File: config.mk
export PLATFORM = sky130hd
export DESIGN_NAME = box_spawn_scheduler_flat
export DESIGN_NICKNAME = d
export VERILOG_FILES = /design/src/rtl/box_spawn_scheduler_pkg.sv /design/src/rtl/box_spawn_scheduler_if.sv /design/src/rtl/box_spawn_scheduler_tick_prescaler.sv /design/src/rtl/box_spawn_scheduler.sv /design/src/flat_wrapper.sv
export SDC_FILE = /design/constraint.sdc
export NUM_CORES = 1
export LEC_CHECK = 0
export ABC_AREA = 0
export ABC_CLOCK_PERIOD_IN_PS = 6700
export BUFFER_PORTS_ARGS = -buffer_cell sky130_fd_sc_hd__clkbuf_2
export CAP_MARGIN = 40
export CORE_ASPECT_RATIO = 1.5
export CORE_MARGIN = 3
export CORE_UTILIZATION = 55
export CTS_BUF_LIST = sky130_fd_sc_hd__clkbuf_4
export CTS_CLUSTER_DIAMETER = 40
export DETAILED_ROUTE_END_ITERATION = 10
export PLACE_DENSITY = 0.79
export SKIP_CTS_REPAIR_TIMING = 1
export SLEW_MARGIN = 10
export SYNTH_ARGS = -nofsm -noshare
export SYNTH_HDL_FRONTEND = slang
export SYNTH_HIERARCHICAL = 1
export SYNTH_SLANG_ARGS = --single-unit
File: constraint.sdc
create_clock -name CLOCK_50 -period 6.7 [get_ports CLOCK_50]
set_clock_uncertainty 0.05 [all_clocks]
set_input_delay 0 -clock CLOCK_50 [delete_from_list [all_inputs] [get_ports CLOCK_50]]
set_output_delay 0 -clock CLOCK_50 [all_outputs]
set_load 0.02 [all_outputs]
File: src/rtl/box_spawn_scheduler_pkg.sv
// box_spawn_scheduler_pkg: state encodings, box constants and the LFSR-to-box mapping for the box game
package box_spawn_scheduler_pkg;
  localparam logic [2:0] S_IDLE = 3'd0;
  localparam logic [2:0] S_DRAW = 3'd1;
  localparam logic [2:0] S_SHOW = 3'd2;
  localparam logic [2:0] S_GAP  = 3'd3;
  localparam logic [2:0] S_DONE = 3'd4;
  localparam logic [2:0] BOX_NONE = 3'd0;
  localparam logic [2:0] BOX_MIN  = 3'd1;
  localparam logic [2:0] BOX_MAX  = 3'd4;
  function automatic logic [2:0] map_box(input logic [2:0] v);
    return v <= 3'd2 ? 3'd1 : v == 3'd3 ? 3'd2 : v <= 3'd5 ? 3'd3 : 3'd4;
  endfunction
  function automatic logic [2:0] next_box(input logic [2:0] b);
    return b == BOX_MAX ? BOX_MIN : b + 3'd1;
  endfunction
endpackage

File: src/rtl/box_spawn_scheduler_if.sv
// box_spawn_scheduler_if: game-control bundle between the round sequencer and its surroundings
//   start/lfsr_value/hit_valid/hit_box flow into the scheduler (slave);
//   lfsr_enable/active_box/box_valid/score/misses/round_cnt/busy/done flow out.
interface box_spawn_scheduler_if;
  logic       start;
  logic [2:0] lfsr_value;
  logic       lfsr_enable;
  logic       hit_valid;
  logic [2:0] hit_box;
  logic [2:0] active_box;
  logic       box_valid;
  logic [7:0] score;
  logic [7:0] misses;
  logic [7:0] round_cnt;
  logic       busy;
  logic       done;
  modport master (output start, lfsr_value, hit_valid, hit_box,
                  input lfsr_enable, active_box, box_valid, score, misses, round_cnt, busy, done);
  modport slave (input start, lfsr_value, hit_valid, hit_box,
                 output lfsr_enable, active_box, box_valid, score, misses, round_cnt, busy, done);
endinterface

File: src/rtl/box_spawn_scheduler_tick_prescaler.sv
// tick_prescaler: free-running modulo-TICK_DIV counter emitting a one-cycle tick on wrap
//   CLOCK_50 in clock, reset in async active-high, clr in restart count at 0, tick out wrap pulse
module tick_prescaler #(
  parameter int TICK_DIV = 50000
) (
  input  logic CLOCK_50,
  input  logic reset,
  input  logic clr,
  output logic tick
);
  localparam int W = TICK_DIV > 1 ? $clog2(TICK_DIV) : 1;
  logic [W-1:0] cnt;
  assign tick = cnt == W'(TICK_DIV - 1);
  always_ff @(posedge CLOCK_50 or posedge reset)
    if (reset) cnt <= '0;
    else cnt <= clr || tick ? '0 : cnt + 1'b1;
endmodule

File: src/rtl/box_spawn_scheduler.sv
// box_spawn_scheduler: round sequencer drawing a box from the LFSR, timing its window and scoring hit/miss
//   CLOCK_50 in clock, reset in async active-high, bus slave modport of box_spawn_scheduler_if
//   Optional macro NO_REPEAT_EN: never draw the same box in two consecutive rounds.
module box_spawn_scheduler
  import box_spawn_scheduler_pkg::*;
#(
  parameter int TICK_DIV     = 50000,
  parameter int ACTIVE_TICKS = 750,
  parameter int GAP_TICKS    = 250,
  parameter int ROUNDS       = 16
) (
  input logic CLOCK_50,
  input logic reset,
  box_spawn_scheduler_if.slave bus
);
  logic [2:0]  state, drawn;
  logic [15:0] tcnt;
  logic        tick, clr, go, hit, tmo, gap_end;
  assign go      = bus.start && (state == S_IDLE || state == S_DONE);
  assign hit     = state == S_SHOW && bus.hit_valid && bus.hit_box == bus.active_box;
  assign tmo     = state == S_SHOW && tick && tcnt == 16'(ACTIVE_TICKS - 1);
  assign gap_end = state == S_GAP && tick && tcnt == 16'(GAP_TICKS - 1);
  // clearing on the cycle before SHOW/GAP makes the first window cycle see count 0
  assign clr     = state == S_DRAW || hit || tmo;
  assign bus.lfsr_enable = state == S_DRAW;
  assign bus.box_valid   = state == S_SHOW;
  assign bus.busy        = state == S_DRAW || state == S_SHOW || state == S_GAP;
  assign bus.done        = state == S_DONE;
`ifdef NO_REPEAT_EN
  logic [2:0] prev_box;
  assign drawn = map_box(bus.lfsr_value) == prev_box ? next_box(prev_box) : map_box(bus.lfsr_value);
  always_ff @(posedge CLOCK_50 or posedge reset)
    if (reset) prev_box <= BOX_NONE;
    else if (go) prev_box <= BOX_NONE;
    else if (state == S_DRAW) prev_box <= drawn;
`else
  assign drawn = map_box(bus.lfsr_value);
`endif
  tick_prescaler #(.TICK_DIV(TICK_DIV)) u_tick (
    .CLOCK_50(CLOCK_50),
    .reset(reset),
    .clr(clr),
    .tick(tick)
  );
  always_ff @(posedge CLOCK_50 or posedge reset)
    if (reset) tcnt <= '0;
    else if (clr) tcnt <= '0;
    else if (tick) tcnt <= tcnt + 16'd1;
  always_ff @(posedge CLOCK_50 or posedge reset)
    if (reset) begin
      state         <= S_IDLE;
      bus.active_box <= BOX_NONE;
      bus.score     <= '0;
      bus.misses    <= '0;
      bus.round_cnt <= '0;
    end else if (go) begin
      state         <= S_DRAW;
      bus.score     <= '0;
      bus.misses    <= '0;
      bus.round_cnt <= '0;
    end else if (state == S_DRAW) begin
      state          <= S_SHOW;
      bus.active_box <= drawn;
    end else if (hit || tmo) begin
      state          <= S_GAP;
      bus.active_box <= BOX_NONE;
      bus.round_cnt  <= bus.round_cnt + 8'd1;
      if (hit && bus.score != 8'hFF) bus.score <= bus.score + 8'd1;
      if (!hit && bus.misses != 8'hFF) bus.misses <= bus.misses + 8'd1;
    end else if (gap_end) begin
      state <= bus.round_cnt == 8'(ROUNDS) ? S_DONE : S_DRAW;
    end
endmodule

File: src/flat_wrapper.sv
// flat-port wrapper written by rule: the top's interface ports become plain ports
module box_spawn_scheduler_flat import box_spawn_scheduler_pkg::*;
#(
  parameter int TICK_DIV     = 50000,
  parameter int ACTIVE_TICKS = 750,
  parameter int GAP_TICKS    = 250,
  parameter int ROUNDS       = 16
)
  (CLOCK_50, reset, bus_start, bus_lfsr_value, bus_hit_valid, bus_hit_box, bus_lfsr_enable, bus_active_box, bus_box_valid, bus_score, bus_misses, bus_round_cnt, bus_busy, bus_done);
  box_spawn_scheduler_if bus_i ();
  input logic CLOCK_50;
  input logic reset;
  input wire logic [$bits(bus_i.start)-1:0] bus_start;
  input wire logic [$bits(bus_i.lfsr_value)-1:0] bus_lfsr_value;
  input wire logic [$bits(bus_i.hit_valid)-1:0] bus_hit_valid;
  input wire logic [$bits(bus_i.hit_box)-1:0] bus_hit_box;
  output wire logic [$bits(bus_i.lfsr_enable)-1:0] bus_lfsr_enable;
  output wire logic [$bits(bus_i.active_box)-1:0] bus_active_box;
  output wire logic [$bits(bus_i.box_valid)-1:0] bus_box_valid;
  output wire logic [$bits(bus_i.score)-1:0] bus_score;
  output wire logic [$bits(bus_i.misses)-1:0] bus_misses;
  output wire logic [$bits(bus_i.round_cnt)-1:0] bus_round_cnt;
  output wire logic [$bits(bus_i.busy)-1:0] bus_busy;
  output wire logic [$bits(bus_i.done)-1:0] bus_done;
  assign bus_i.start = bus_start;
  assign bus_i.lfsr_value = bus_lfsr_value;
  assign bus_i.hit_valid = bus_hit_valid;
  assign bus_i.hit_box = bus_hit_box;
  assign bus_lfsr_enable = bus_i.lfsr_enable;
  assign bus_active_box = bus_i.active_box;
  assign bus_box_valid = bus_i.box_valid;
  assign bus_score = bus_i.score;
  assign bus_misses = bus_i.misses;
  assign bus_round_cnt = bus_i.round_cnt;
  assign bus_busy = bus_i.busy;
  assign bus_done = bus_i.done;
  box_spawn_scheduler #(.TICK_DIV(TICK_DIV), .ACTIVE_TICKS(ACTIVE_TICKS), .GAP_TICKS(GAP_TICKS), .ROUNDS(ROUNDS)) u_core (.CLOCK_50(CLOCK_50), .reset(reset), .bus(bus_i));
endmodule
==> run metrics, run 1 <==
status completed; Top Ports a little over 40; hold crit path type in -> async; cts bufs inserted 9; Cell Count Post-Placement ~440; routed vias 2684; sequential cell area fraction in the yosys report a little under half; Clock Path Buffers 2; Max transition margin 53.4%; synthesized instance count 339; instance count on the critical path 10; warnings from Yosys 6; FP Rows 34; Avg Vias per Cell 5.82; CP max stage delay roughly 0.6 ns; 1st-pass router iterations 4; TritonCTS clock tree yes; Core ar. around 5800 sq um; vias in the first global route 2702; worst slack, placed approximately 3.5 ns; final hold slack ~0.029 ns; Routed Antenna Nets 0; Finish-stage setup viols 0; DIE WIDTH approximately 70 um; setup TNS 0 ns; max_cap viols 0; Max VDD drop between 0.1 and 0.15 mV; syn nets 356; Avg Cell Area, Syn between 9 and 10 sq um; final count of pins violating max slew 0; clock sinks a little over 60; endpoint class of the critical path flip-flop; power density over the cells roughly 160 nW/um^2; Crit Path Class reg -> reg; clock root buffer clkbuf_4; Max Clk Rate 309 MHz; Seq cells post-synth between 60 and 70; Filler cells 501; Synth Area in Simple Gates 28.5%; Port Buffer Count 40; Post-Syn Area 3330 sq um; initial antenna violation count 0; largest family of logic cells by synthesized area simple AND/OR/NAND/NOR gates; worst r2r path cells 10; DP HPWL around 5100 um; multiplexer share of the synthesized area approximately 1.5%; overall power between 500 and 600 uW; final hold vios 0; fin cells about 460; crit-path leading delay family simple AND/OR/NAND/NOR gates; slew at the pin closest to its max-slew limit about 0.7 ns; Post-synth EDFFs 0; CTS H-Tree Depth 3; fin crit period 3.24 ns; Overall Global Routing Usage ~22%; Synth Flop Type dfrtp_1; Layout area overhead 11.4%; Leakage Power approximately 0.0017 uW; fin crit share between 40% and 50%; later-pin clock latency in the skew report approximately 0.42 ns; share of layout cells above drive strength 1 between 10% and 20%; drt total wl about 7200 um; CP bufs+invs 1; Remaining DRCs 0; Wirelength per Cell between 15 and 20 um; ys async rst share 100%; grt ovf 0; biggest area consumer among synthesized cells dfrtp_1; Final WS setup about 3.5 ns; Arrival @ worst endpoint 3.46 ns; first-pass GRT wire length roughly 12000 um; Compound-Gate Fraction of Synth Area under 10%; clock transition at the registers of the reported paths approximately 0.1 ns; Cell variety after synth 53; starting density of the core 57.1%; NumNets Final between 400 and 500; Worst setup SP type flip-flop; ant diodes 0; Worst Path Required 6.93 ns; Die H between 100 and 150 um; Placer Congestion approximately 0.86; die area 7040 sq um; Post-Synth Adder-Cell Area 2.63%; area fraction of the dominant cell type after synthesis 46.6%; slowest cell on the critical path or2_1; Initial DRC Count between 200 and 250; RSZ-0062 raised after global routing no; crit-path cells ha_1 > and3_1 > and4_4 > and4bb_2 > nand3_1 > o21ai_2 > nor2_2 > inv_2 > or2_1 > nor2_1; worst-path fanout max 19; largest net degree at the start of global routing 33; top cells by area, synth dfrtp_1 (47%), xnor2_1 (6.8%), nor2_1 (5.1%); XOR/XNOR share of the synthesized area between 10% and 20%
[power breakdown]
| group | switching [uW] | internal, uW | total, uW |
|---|---|---|---|
| logic | 10.5 | 6.21 | 16.7 |
| registers | 0 | 374 | 374 |
| clock network | 128 | 66.4 | 194 |
[cells in the mapped netlist, types with 2 or more instances]
cell type and n:
a22o_1 2, mux2i_1 5, or3_1 5, o21ai_0 10
inv_1 13, ha_1 7, xor2_1 12, nor3_1 8
and2_1 2, nand4_1 14, nor3b_1 2, dfrtp_1 62
nand3_1 15, o21a_1 2, o31ai_1 4, and4b_1 2
nor4_1 8, a21oi_1 10, nor4bb_1 3, nor2_2 11
a21o_1 2, nor2_1 45, and3_1 7, buf_2 3
o211ai_1 2, or4_1 2, nand2_1 27, buf_6 2
xnor2_1 26, clkbuf_1 3
[routing by layer]
layer  vias to the layer above  track usage [%]  part of all wire [%]
li1                       1290                -                     -
met1                      1296             22.2                    38
met2                        81             39.9                    54
met3                        17             5.16                   4.9
met4                         0             14.1                   3.0
met5                         -                0                     0
[through the flow]
stage               util, %  area [sq um]
floorplan                 -          3330
global placement       60.8          3540
detailed placement     61.1          3560
CTS                    62.6          3650
global route           63.6          3710
finish                 63.6          3710
[cells by family after synthesis]
group	count (synthesis)
AO/OA/AOI/OAI	36
flip-flops	62
multiplexers	5
XOR/XNOR	38
AND/OR/NAND/NOR	167
adder cells (fa/ha/maj)	7
buffers and inverters	24
[cell type report]
class | count | area, sq um | area share (%)
Timing Repair Buffer | 47 | 280 | 7.56
Inverter | 14 | 52.6 | 1.42
Clock buffer | 9 | 67.6 | 1.82
Sequential cell | 62 | 1550 | 41.8
Tap cell | 72 | 90.1 | 2.43
Clock inverter | 4 | 17.5 | 0.472
Multi-Input combinational cell | 253 | 1650 | 44.4
[worst min-delay path: stages]
cell and delay, ns:
dlygate4sd3_1 0.53, clkbuf_2 0.12, inv_2 0.27
[sequential cells by signal, indices dropped and copies added, names as in the netlist]
name / count
u_core/tcnt: 16
u_core/bus.round_cnt: 8
u_core/bus.active_box: 3
u_core/bus.score: 8
u_core/u_tick/cnt: 16
u_core/bus.misses: 8
u_core/state: 3
[layout by cell type, fill, tap and decap left out, drive strengths merged, types with 4 or more instances in the layout]
cell,count
xnor2,26
or3,5
nand2,27
and3,7
xor2,12
clkinv,4
inv,14
nand3,16
clkbuf,49
ha,7
nor3,9
dfrtp,62
dlygate4sd3,6
o31ai,4
nor4,8
nand4,15
nor2,56
o21ai,11
a21oi,10
mux2i,5
[path summary, 6_finish.rpt]
check / slack [ns] / start / end
min reg2reg: 0.46 / u_core/u_tick/cnt[0]$_DFF_PP0_ / u_core/u_tick/cnt[0]$_DFF_PP0_
max: 3.46 / u_core/u_tick/cnt[0]$_DFF_PP0_ / u_core/u_tick/cnt[4]$_DFF_PP0_
max in group asynchronous: 6.06 / reset / u_core/u_tick/cnt[11]$_DFF_PP0_
max reg2reg: 3.46 / u_core/u_tick/cnt[0]$_DFF_PP0_ / u_core/u_tick/cnt[4]$_DFF_PP0_
min in group CLOCK_50: 0.07 / bus_start / u_core/bus.round_cnt[5]$_DFFE_PP0P_
min: 0.03 / reset / u_core/bus.active_box[2]$_DFFE_PP0P_
No activity file was read; power rests on OpenSTA's default activity.
==> inputs of run 2 (changes only) <==
- ABC_AREA: 0 -> 1
- ABC_CLOCK_PERIOD_IN_PS: 6700 -> 3020
- PLACE_DENSITY: 0.79 -> 0.78
- clock period: 6.7 -> 3.02 ns (I/O delays scaled with it)
==> run metrics, run 2 <==
status completed; wire length on met3 299 um; sequential cell area fraction in the yosys report ~41%; later-pin clock latency in the skew report slightly above 0.4 ns; Max Clk Rate around 400 MHz; hold crit path type in -> async; Arrival @ worst endpoint around 2.8 ns; most common cell after layout, fill and taps aside nand2_1; Placer Congestion between 0.9 and 1; crit-path leading delay family simple AND/OR/NAND/NOR gates; synthesized instance count 527; Top Ports slightly above 40; slowest cell on the critical path dfrtp_1; Seq cells post-synth 62; Layout area overhead 12.5%; Crit Path Class reg -> reg; NumNets Final between 500 and 600; ys async rst share between 90% and 100%; initial antenna violation count 0; max_cap viols 0; Worst Path Required roughly 3.3 ns; drt total wl between 8000 and 9000 um; slew at the pin closest to its max-slew limit ~0.58 ns; Avg Cell Area, Syn ~7.2 sq um; largest net degree at the start of global routing 35; cell with the most instances after synthesis nand2_1; worst-path fanout max 16; fin crit share 84.4%; Post-Syn Area 3820 sq um; clock root buffer clkbuf_4; Cell Count Post-Placement 640; Wirelength per Cell 13.4 um; Avg Vias per Cell 5.36; most frequent cells in the layout nand2_1 (136), nor2_1 (94), dfrtp_1 (62); 1st-pass router iterations 4; power density over the cells around 330 nW/um^2; M1 WL 3360 um; CP bufs+invs 2; starting density of the core 57.6%; Die H 108 um; RSZ-0062 raised after global routing no; Synth Flop Type dfrtp_1; cts bufs inserted 9; DIE WIDTH around 74 um; Finish-stage setup viols 0; grt ovf 0; top cells by count, synth nand2_1 (136), nor2_1 (94), dfrtp_1 (62), nand3_1 (58), inv_1 (57); setup TNS 0 ns; Core ar. about 6600 sq um; DP HPWL between 6000 and 7000 um; clock transition at the registers of the reported paths about 0.10 ns; Top Metal Used met4; Max VDD drop between 0.2 and 0.3 mV; Leakage Power 0.00222 uW; clock sinks 62; Remaining DRCs 0; share of layout cells above drive strength 1 between 10% and 20%; warnings from Yosys 6; Routed Antenna Nets 0; final hold vios 0; cell mode on critical path nor2_1; fin crit period roughly 2.5 ns; Top Registers u_core/tcnt x16, u_core/u_tick/cnt x16; CTS H-Tree Depth 3; fin cells 662; area fraction of the dominant cell type after synthesis 40.7%; Post-synth EDFFs 0; Max transition margin between 60% and 70%; Final WS setup 0.470 ns; Port Buffer Count 40; die area roughly 8000 sq um; endpoint class of the critical path flip-flop; first-pass GRT wire length 14800 um; TritonCTS clock tree yes; final count of pins violating max slew 0; ant diodes 0; routed vias 3547; Overall Global Routing Usage 23.8%; top cells by area, synth dfrtp_1 (41%), nand2_1 (13%), nor2_1 (9.2%); Initial DRC Count roughly 170; syn nets about 540; FP Rows 36; vias in the first global route ~3500; worst slack, placed between 0.4 and 0.5 ns; Cell variety after synth 36; biggest area consumer among synthesized cells dfrtp_1; Clock Path Buffers 2; met2 WL between 5000 and 6000 um; crit-path cells ha_1 > nand3_2 > nor4_1 > buf_4 > nand2_1 > nor2_1 > nand3_1 > nor2_1 > nor2_4 > nand2_2 > inv_1 > nand2_4 > nor2_1; Worst setup SP type flip-flop; CP max stage delay just under 0.4 ns
run 2: cell count changes after synthesis, sizes merged, moves of 4 or more:
cell | previous run | this run
nor4 | 8 | 1
o31ai | 4 | 0
nand2 | 27 | 145
inv | 14 | 58
nor2 | 56 | 102
and3 | 7 | 0
or3 | 5 | 0
nand3 | 16 | 63
nor3 | 9 | 5
xnor2 | 26 | 6
o21ai | 11 | 20
mux2i | 5 | 0
run 2: logic make-up (layout without fill, tap and decap cells):
kind of cell / after synthesis / count (layout) / synth area share [%]
buffers and inverters: 64 / 123 / 6.92
adders and majority gates: 7 / 7 / 2.29
xor gates and xnor gates: 21 / 21 / 4.82
DFF: 62 / 62 / 40.7
and+or+nand+nor: 335 / 335 / 39.6
AOI/OAI and AO/OA: 38 / 38 / 5.67
run 2: per-stage QoR:
step                      hold slack [ns]  util [%]  total power [uW]  instance area (sq um)
after global routing               0.0442      64.8              1490                   4290
after CTS                          -0.524      63.9              1440                   4230
after detailed placement          -0.0666      61.9               886                   4100
final                              0.0482      64.8              1430                   4290
after floorplan                    -0.136         -               868                   3820
after global placement             0.0401      61.6               882                   4080
run 2: per-layer routing:
layer  GRT usage (%)  vias to the layer above
li1                -                     1788
met1            23.2                     1659
met2            46.4                       87
met3            4.47                       13
met4            10.1                        0
met5               0                        -
run 2: where the power goes:
| group | internal (uW) | switching, uW | total [uW] |
|---|---|---|---|
| sequential | 830 | 0.946 | 831 |
| combinational | 16.2 | 28.6 | 44.7 |
| clock | 265 | 290 | 554 |
| total | 1110 | 319 | 1430 |
run 2: final cells by class:
class | instances | area (sq um)
fill | 623 | 2330
timing repair buffer | 49 | 295
clock buffer | 11 | 82.6
clock inverter | 5 | 50.0
inverter | 58 | 218
tap | 76 | 95.1
multi-input combinational | 401 | 2000
sequential | 62 | 1550
run 2: path summary, 6_finish.rpt:
check,start,endpoint,slack (ns),cells after the start
max in group asynchronous,reset,u_core/u_tick/cnt[8]$_DFF_PP0_,2.37,3
setup / recovery,u_core/u_tick/cnt[0]$_DFF_PP0_,u_core/u_tick/cnt[10]$_DFF_PP0_,0.47,13
setup reg to reg,u_core/u_tick/cnt[0]$_DFF_PP0_,u_core/u_tick/cnt[10]$_DFF_PP0_,0.47,13
hold / removal,reset,u_core/tcnt[6]$_DFFE_PP0P_,0.05,3
min in group CLOCK_50,bus_hit_valid,u_core/bus.score[1]$_DFFE_PP0P_,0.06,6
hold reg to reg,u_core/u_tick/cnt[0]$_DFF_PP0_,u_core/u_tick/cnt[0]$_DFF_PP0_,0.44,1
run 2: worst reg2reg max path: stages (launching register included):
cell and delay [ns]:
dfrtp_1 0.39, ha_1 0.22, nand3_2 0.17, nor4_1 0.31, buf_4 0.20, nand2_1 0.05, nor2_1 0.14, nand3_1 0.09
nor2_1 0.17, nor2_4 0.06, nand2_2 0.22, inv_1 0.12, nand2_4 0.17, nor2_1 0.07
==> inputs of run 3 (changes only) <==
- ABC_AREA: 1 -> 0
- ABC_CLOCK_PERIOD_IN_PS: 3020 -> 2200
- CORE_UTILIZATION: 55 -> 54
- PLACE_DENSITY: 0.78 -> 0.81
- clock period: 3.02 -> 2.2 ns (I/O delays scaled with it)
==> run metrics, run 3 (same netlist as run 1, synthesis figures left out) <==
Top Registers u_core/tcnt x16, u_core/u_tick/cnt x16; failing checks setup timing; Leakage Power between 0.0015 and 0.002 uW; fin cells approximately 500; Port Buffer Count 40; Max VDD drop 0.661 mV; drt total wl about 8900 um; final hold vios 0; crit-path cells ha_2 > and3_4 > and4_4 > and4b_1 > and3_4 > nand4b_4 > or4_1 > a21oi_1; routed vias about 3000; Placer Congestion 0.853; Remaining DRCs 0; initial antenna violation count 0; later-pin clock latency in the skew report between 0.4 and 0.5 ns; Top Ports between 40 and 50; endpoint class of the critical path flip-flop; largest net degree at the start of global routing 28; Initial DRC Count 213; most common cell after layout, fill and taps aside dfrtp_1; worst r2r path cells 8; crit-path leading delay family simple AND/OR/NAND/NOR gates; FP Rows 34; DP HPWL a little under 6000 um; clock root buffer clkbuf_4; Final WS setup -0.124 ns; Critical Path Sink u_core/bus.misses[7]$_DFFE_PP0P_; NumNets Final 441; worst-path fanout max 7; slowest cell on the critical path or4_1; status finished, violations left; R2R Path End u_core/bus.misses[7]$_DFFE_PP0P_; Comb pwr share between 2 and 3%; area taken by multi-input logic gates roughly 1900 sq um; CP max stage delay between 0.4 and 0.5 ns; die area 7160 sq um; Die H between 100 and 150 um; clock sinks 62; cell mode on critical path and3_4; Max Clk Rate about 430 MHz; Max transition margin ~60%; Core ar. between 5000 and 6000 sq um; Avg Vias per Cell 5.93; Layout area overhead 30.2%; Overall Global Routing Usage ~23%; ant diodes 0; hold crit path type in -> async; final count of pins violating max slew 0; sw power between 400 and 500 uW; fin crit period ~2.3 ns; Storage cell area 1550 sq um; slew at the pin closest to its max-slew limit 0.603 ns; Crit Path Class reg -> reg; Filler cells 395; 1st-pass router iterations 6; Cell Count Post-Placement around 480; share of layout cells above drive strength 1 34.7%; grt ovf 0; DIE WIDTH about 70 um; overall power roughly 2000 uW; Reg power frac 58.4%; Critical Path Source u_core/u_tick/cnt[0]$_DFF_PP0_; clock transition at the registers of the reported paths 0.11 ns; power density over the cells ~450 nW/um^2; Int Power between 1500 and 2000 uW; instance count on the critical path 8; Wirelength per Cell roughly 18 um; TritonCTS clock tree yes; fin crit share 106%; starting density of the core 56.7%; Clock Power Share between 30% and 40%; Worst Path Required between 2 and 2.5 ns; CTS H-Tree Depth 3; first-pass GRT wire length between 10000 and 15000 um; Routed Antenna Nets 0; cts bufs inserted 9; Arrival @ worst endpoint 2.62 ns; vias in the first global route about 3000; r2r setup slk -0.12 ns; Clock Path Buffers 2; max_cap viols 0; CP bufs+invs 0; Finish-stage setup viols 32; Crit Reg-Reg Startpoint u_core/u_tick/cnt[0]$_DFF_PP0_; switching share of power roughly 23%; RSZ-0062 raised after global routing yes; Worst setup SP type flip-flop; most frequent cells in the layout dfrtp_1 (62), clkbuf_2 (40), nor2_1 (37)
run 3: metrics by stage:
stage                     setup TNS [ns]  hold WS, ns  utilization, %  setup slack (ns)  cell area, sq um
after CTS                          -1.30       -0.469            67.5            -0.119              3970
after global routing               -4.73        0.134            73.8            -0.193              4330
after global placement           -0.0382      -0.0290            65.4           -0.0220              3840
after floorplan                    -5.62       -0.136               -            -0.376              3370
after detailed placement          -0.628      -0.0164            65.4           -0.0874              3840
final                              -2.29       0.0772            73.8            -0.124              4330
run 3: per-layer routing:
metal / track usage [%] / vias up / wire length (um)
met5: 0 / - / 0
met4: 10.6 / 0 / 343
met3: 5.12 / 35 / 374
met2: 42.9 / 110 / 4930
met1: 23.7 / 1461 / 3200
li1: - / 1367 / -
run 3: worst register-to-register path, delay by kind of cell, from the launching register on:
family,cells,cell delay (ns)
AND/OR/NAND/NOR,6,1.47
flip-flops,1,0.39
adder cells (fa/ha/maj),1,0.20
AO/OA/AOI/OAI,1,0.16
run 3: how the worst min path moves through the flow:
| stage | start | endpoint | cells after the start |
|---|---|---|---|
| 2_1_floorplan | reset | u_core/u_tick/cnt[0]$_DFF_PP0_ | 1 |
| 3_3_place_gp | reset | u_core/bus.score[0]$_DFFE_PP0P_ | 2 |
| 3_5_place_dp | reset | u_core/bus.score[0]$_DFFE_PP0P_ | 2 |
| 4_1_cts | reset | u_core/bus.score[1]$_DFFE_PP0P_ | 2 |
| 5_1_grt | reset | u_core/bus.score[1]$_DFFE_PP0P_ | 3 |
| 6_report | reset | u_core/bus.score[1]$_DFFE_PP0P_ | 3 |
run 3: layout make-up:
cell class / count / share of cell area [%]
Multi-Input combinational cell: 253 / 43.8
Sequential cell: 62 / 35.8
Timing Repair Buffer: 84 / 14.1
Tap cell: 72 / 2.08
Clock buffer: 10 / 1.73
Inverter: 14 / 1.27
Clock inverter: 6 / 1.21
run 3: power by group through the flow:
stage	combinational, uW	sequential, uW	clock, uW
after floorplan	23.0	1160	0
after global placement	40.8	1160	0
after detailed placement	43.0	1160	0
after CTS	43.1	1140	769
after global routing	55.7	1140	811
final	49.9	1140	760
